===== config.mk =====
export PLATFORM = sky130hd
export DESIGN_NAME = alu_writeback_queue
export DESIGN_NICKNAME = d
export VERILOG_FILES = /design/src/rtl/alu_writeback_queue.sv
export SDC_FILE = /design/constraint.sdc
export NUM_CORES = 1
export LEC_CHECK = 0
export BUFFER_PORTS_ARGS = -buffer_cell sky130_fd_sc_hd__buf_4
export CAP_MARGIN = 20
export CORE_ASPECT_RATIO = 0.7
export CORE_MARGIN = 2
export CORE_UTILIZATION = 25
export CTS_CLUSTER_DIAMETER = 150
export DETAILED_ROUTE_END_ITERATION = 7
export MAX_ROUTING_LAYER = met4
export PLACE_DENSITY_LB_ADDON = 0.2
export SLEW_MARGIN = 20
export SYNTH_ARGS = -nofsm -noshare
export SYNTH_HDL_FRONTEND = slang
export SYNTH_SLANG_ARGS = --single-unit

===== constraint.sdc =====
create_clock -name clk -period 2.4 [get_ports clk]
set_input_delay 0.48 -clock clk [delete_from_list [all_inputs] [get_ports clk]]
set_output_delay 0.48 -clock clk [all_outputs]
set_load 0.03 [all_outputs]

===== src/rtl/alu_writeback_queue.sv =====
// alu_writeback_queue
// Consumer end of the ALU result interface. It keeps the architectural N/Z flags
// and holds register-file writes in a small in-order FIFO until the regfile write
// port drains them. It also answers a pending-destination query for hazard checks.
module alu_writeback_queue #(
    parameter int DATA_W     = 32,
    parameter int REG_ADDR_W = 4,
    parameter int DEPTH      = 2
) (
    input  logic                    clk,
    input  logic                    rst_n,
    input  logic                    flush,
    input  logic                    in_valid,
    output logic                    in_ready,
    input  logic [DATA_W-1:0]       in_result,
    input  logic                    in_zero,
    input  logic                    in_negative,
    input  logic [REG_ADDR_W-1:0]   in_rd,
    input  logic                    in_write_rd,
    input  logic                    in_set_flags,
    output logic                    wb_valid,
    input  logic                    wb_ready,
    output logic [REG_ADDR_W-1:0]   wb_addr,
    output logic [DATA_W-1:0]       wb_data,
    output logic                    flag_z,
    output logic                    flag_n,
    input  logic [REG_ADDR_W-1:0]   query_addr,
    output logic                    query_hit,
    output logic [$clog2(DEPTH):0]  count
);

    localparam int PTR_W = $clog2(DEPTH);
    localparam int CNT_W = PTR_W + 1;
    localparam logic [CNT_W-1:0] FULL_CNT = CNT_W'(DEPTH);

    logic [REG_ADDR_W-1:0] mem_addr [DEPTH];
    logic [DATA_W-1:0]     mem_data [DEPTH];
    logic [DEPTH-1:0]      ent_valid;
    logic [PTR_W-1:0]      wr_ptr;
    logic [PTR_W-1:0]      rd_ptr;

    logic push;
    logic pop;
    logic flag_upd;

    // in_ready depends only on the registered count, so wb_ready never reaches it
    // combinationally; a pop while full frees the slot for the following cycle.
    assign in_ready = (count != FULL_CNT);
    assign wb_valid = (count != '0);
    assign push     = in_valid & in_write_rd & in_ready;
    assign pop      = wb_valid & wb_ready;

    // A rejected register-writing entry must not touch the flags; the source retries.
    assign flag_upd = in_valid & in_set_flags & (in_write_rd ? in_ready : 1'b1);

    // Head of the FIFO is presented straight from storage; no bypass of the push.
    assign wb_addr = mem_addr[rd_ptr];
    assign wb_data = mem_data[rd_ptr];

    // Pointer and occupancy tracking; flush overrides any push or pop.
    // NOTE: sequential state uses non-blocking assignments so every register samples
    // the pre-edge values, independent of statement order inside the block.
    always_ff @(posedge clk or negedge rst_n) begin
        if (!rst_n) begin
            wr_ptr <= '0;
            rd_ptr <= '0;
            count  <= '0;
        end else if (flush) begin
            wr_ptr <= '0;
            rd_ptr <= '0;
            count  <= '0;
        end else begin
            if (push) wr_ptr <= wr_ptr + PTR_W'(1);
            if (pop)  rd_ptr <= rd_ptr + PTR_W'(1);
            case ({push, pop})
                2'b10:   count <= count + CNT_W'(1);
                2'b01:   count <= count - CNT_W'(1);
                default: count <= count;
            endcase
        end
    end

    // Entry storage, written at the tail on push.
    // NOTE: the storage is reset because wb_addr/wb_data read it directly and must be
    // zero out of reset; at this depth the reset cost is negligible.
    always_ff @(posedge clk or negedge rst_n) begin
        if (!rst_n) begin
            for (int i = 0; i < DEPTH; i++) begin
                mem_addr[i] <= '0;
                mem_data[i] <= '0;
            end
        end else if (push && !flush) begin
            mem_addr[wr_ptr] <= in_rd;
            mem_data[wr_ptr] <= in_result;
        end
    end

    // Per-entry occupancy flags used by the pending-destination query.
    always_ff @(posedge clk or negedge rst_n) begin
        if (!rst_n) begin
            ent_valid <= '0;
        end else if (flush) begin
            ent_valid <= '0;
        end else begin
            if (pop)  ent_valid[rd_ptr] <= 1'b0;
            if (push) ent_valid[wr_ptr] <= 1'b1;
        end
    end

    // Architectural flags; still updated on a flush cycle.
    always_ff @(posedge clk or negedge rst_n) begin
        if (!rst_n) begin
            flag_z <= 1'b0;
            flag_n <= 1'b0;
        end else if (flag_upd) begin
            flag_z <= in_zero;
            flag_n <= in_negative;
        end
    end

    // Any stored entry (including a head being popped) targeting query_addr.
    // NOTE: the output gets a default before the loop so no path leaves it unassigned,
    // which would otherwise infer a latch.
    always_comb begin
        query_hit = 1'b0;
        for (int i = 0; i < DEPTH; i++) begin
            if (ent_valid[i] && (mem_addr[i] == query_addr)) query_hit = 1'b1;
        end
    end

endmodule


==> metrics.cfg <==
[clock_network]
tritoncts = yes
htree_levels = 3
clockBufferDepth = 2
cts_hold_buffers = 0
cts_root_buf = clkbuf_16
path_clk_slew_ns = 0.06
insertion_delay_ns = 0.33
clock_sinks = 80
numCtsBuffers = 9
cts_setup_buffers = 0
ctsResizeCount = 0

[routing]
via_count = 2276
wl_per_cell_um = 15.0
drc = 0
drt_iter0_markers = 48
drt-vias-per-instance = 4.25
first_pass_iters = 4
antenna_left = 0
drt-total-wl_um = 8030

[sta]
tightest_slew_ns = 0.612
min_period_ns = 2.03
fin_crit_sh = 0.845
clock.fmax_mhz = 493
slew_headroom = 0.592
slew_violations = 0
setup_violations = 0
rsz0062_at_grt = false
final_hold_viol_count = 0
clock_skew_ns = 0.00495
tns_ns = 0

[synthesis]
synth.cell_area_sq_mm = 0.00361
synth.yosys.seq_area_share = 0.554
postSynthCellCount = 243
syn_nets = 292
ys_types = 29
postSynthAreaPerCell_sq_um = 14.9
ys_seq_elements = 80
yosys_warnings = 0

[global_route]
grt_pass1_wl_um = 13000
grt_pass1_vias = 2447
grt_usage = 0.112
antenna_found_initial = 0
grt_max_degree = 46
gr-total-overflow = 0

[power]
p_sw_frac = 0.293
power_density_mw_per_mm2 = 936
comb_power_share = 0.284
ir_worst_vdd_mv = 0.321
p_leak_nw = 2.17
intPower_mw = 3.19
netSwitchingPower_mw = 1.32
seqPwrFrac = 0.409
power.total_mw = 4.51
clkPwrFrac = 0.307

[critical_path]
r2r_start = count[1]$_DFFE_PN0P_
worstSetupPathType = reg -> out
worstPathRequired_ns = 1.92
r2r-end = mem_data[7]$_DFFE_PN0P_
cp-startpoint = rd_ptr$_DFFE_PN0P_
r2r_cells = 6
critPathLaunchType = flip-flop
crit_path_end_kind = primary output
cp.arrival_ns = 1.55
path_max_fanout = 21
ff2ff_setup_slack_ns = 0.49

[place]
gp_congestion = 0.707
hpwl_um = 5610
portBuffers = 91

[status]
outcome = finished clean

[cells_and_area]
area.sequential_sq_mm = 0.00200
area_growth_pct = 33.4
nFillCells = 1404
final_layout_size_suffix_gt1_frac = 0.645
multiInputGateArea_sq_mm = 0.00151
diodes = 0
nNetsFinal = 390

[floorplanning]
io_pins = 92
dieArea_sq_mm = 0.0154
die_h_um = 105
initial_utilization = 0.258
core-area_sq_mm = 0.0140
rows = 36
die_w_um = 148

[flow_run]
max-cap-violations = 0

[hold_path]
min_path_type = in -> async

## placed cells by master, fill, tap and decap left out, types with 2 or more instances in the layout
| cell | count |
|---|---|
| nand3_1 | 4 |
| mux2_2 | 102 |
| clkbuf_16 | 9 |
| a21oi_1 | 2 |
| dfrtp_1 | 79 |
| xnor2_1 | 2 |
| mux2_1 | 8 |
| o211ai_1 | 2 |
| clkbuf_8 | 2 |
| nor3_1 | 2 |
| clkbuf_1 | 2 |
| xor2_1 | 8 |
| clkinv_2 | 2 |
| buf_4 | 98 |
| nand2_1 | 5 |
| nor2_1 | 2 |
| inv_1 | 2 |
## sequential cells by signal, indices dropped and copies added (netlist names)
register and flops:
flag_z 1, rd_ptr 1, ent_valid 2, count 2, mem_data 64, wr_ptr 1, mem_addr 8, flag_n 1
## routing by layer
layer / up-vias / track usage / part of all wire / wire (um)
met5: - / - / 0 / 0
met4: 0 / 0.0268 / 0.0097 / 78
met3: 11 / 0.0493 / 0.076 / 607
li1: 1063 / - / - / -
met2: 60 / 0.155 / 0.43 / 3460
met1: 1142 / 0.150 / 0.48 / 3880
## cell families (layout without fill, tap and decap cells)
group | count (synthesis) | after routing | share of synthesized area
multiplexers | 110 | 110 | 0.343
AO/OA/AOI/OAI | 8 | 8 | 0.0146
flip-flops | 80 | 80 | 0.554
XOR/XNOR | 10 | 10 | 0.0243
AND/OR/NAND/NOR | 20 | 20 | 0.0343
buffers and inverters | 15 | 118 | 0.0294
## cells in the mapped netlist
cell type / n / share of area
a21o_1: 1 / 0.0021
a21oi_1: 2 / 0.0028
a31o_2: 1 / 0.0024
a31oi_1: 1 / 0.0017
buf_1: 1 / 0.0010
buf_2: 1 / 0.0014
buf_4: 1 / 0.0021
buf_6: 6 / 0.019
clkbuf_1: 3 / 0.0031
dfrtp_1: 80 / 0.55
inv_1: 2 / 0.0021
inv_2: 1 / 0.0010
mux2_1: 8 / 0.025
mux2_2: 102 / 0.32
nand2_1: 5 / 0.0052
nand2b_1: 1 / 0.0017
nand3_1: 4 / 0.0055
nand3_2: 1 / 0.0028
nor2_1: 2 / 0.0021
nor2b_2: 1 / 0.0024
nor3_1: 2 / 0.0028
nor3_4: 1 / 0.0045
nor3b_1: 1 / 0.0021
nor3b_2: 1 / 0.0035
o211ai_1: 2 / 0.0042
o21ai_0: 1 / 0.0014
or2_2: 1 / 0.0017
xnor2_1: 2 / 0.0049
xor2_1: 8 / 0.019
## power groups by stage
| stage | clock network [mW] | logic [mW] | registers, mW |
|---|---|---|---|
| after floorplan | 0 | 0.876 | 1.83 |
| after global placement | 0 | 1.28 | 1.86 |
| after detailed placement | 0 | 1.30 | 1.87 |
| after CTS | 1.43 | 1.30 | 1.85 |
| after global routing | 1.50 | 1.37 | 1.90 |
| final | 1.38 | 1.28 | 1.84 |
## worst max path at each step
stage                                     endpoint  slack, ns  cells past startpoint
after floorplan           mem_data[37]$_DFFE_PN0P_       0.38                      6
after global placement     mem_data[3]$_DFFE_PN0P_       0.55                      6
after detailed placement  mem_data[21]$_DFFE_PN0P_       0.47                      6
after CTS                               wb_data[2]       0.33                      3
after global routing                   wb_data[30]       0.29                      3
final                                  wb_data[30]       0.37                      3
## metrics by stage
step | hold WS, ns | utilization | cells | setup WS (ns) | instance area (sq um)
after detailed placement | 0.472 | 0.322 | 520 | 0.474 | 4520
after CTS | 0.174 | 0.344 | 536 | 0.332 | 4820
after global placement | 0.463 | 0.322 | 520 | 0.554 | 4520
after floorplan | 0.184 | - | 243 | 0.378 | 3610
after global routing | 0.201 | 0.344 | 536 | 0.290 | 4820
final | 0.155 | 0.344 | 536 | 0.373 | 4820
## layout make-up
class,count,share of cell area
clock buffers,13,0.0540
multi-input cells,148,0.313
repair buffers,99,0.157
flip-flops and latches,80,0.416
well taps,190,0.0494
inverters,3,0.00234
clock inverters,3,0.00831
## critical path, stage by stage, from the launching register on
cell	delay, ns
dfrtp_2	0.35
buf_4	0.31
mux2_2	0.39
buf_4	0.17
(Power assumes the default switching activity.)
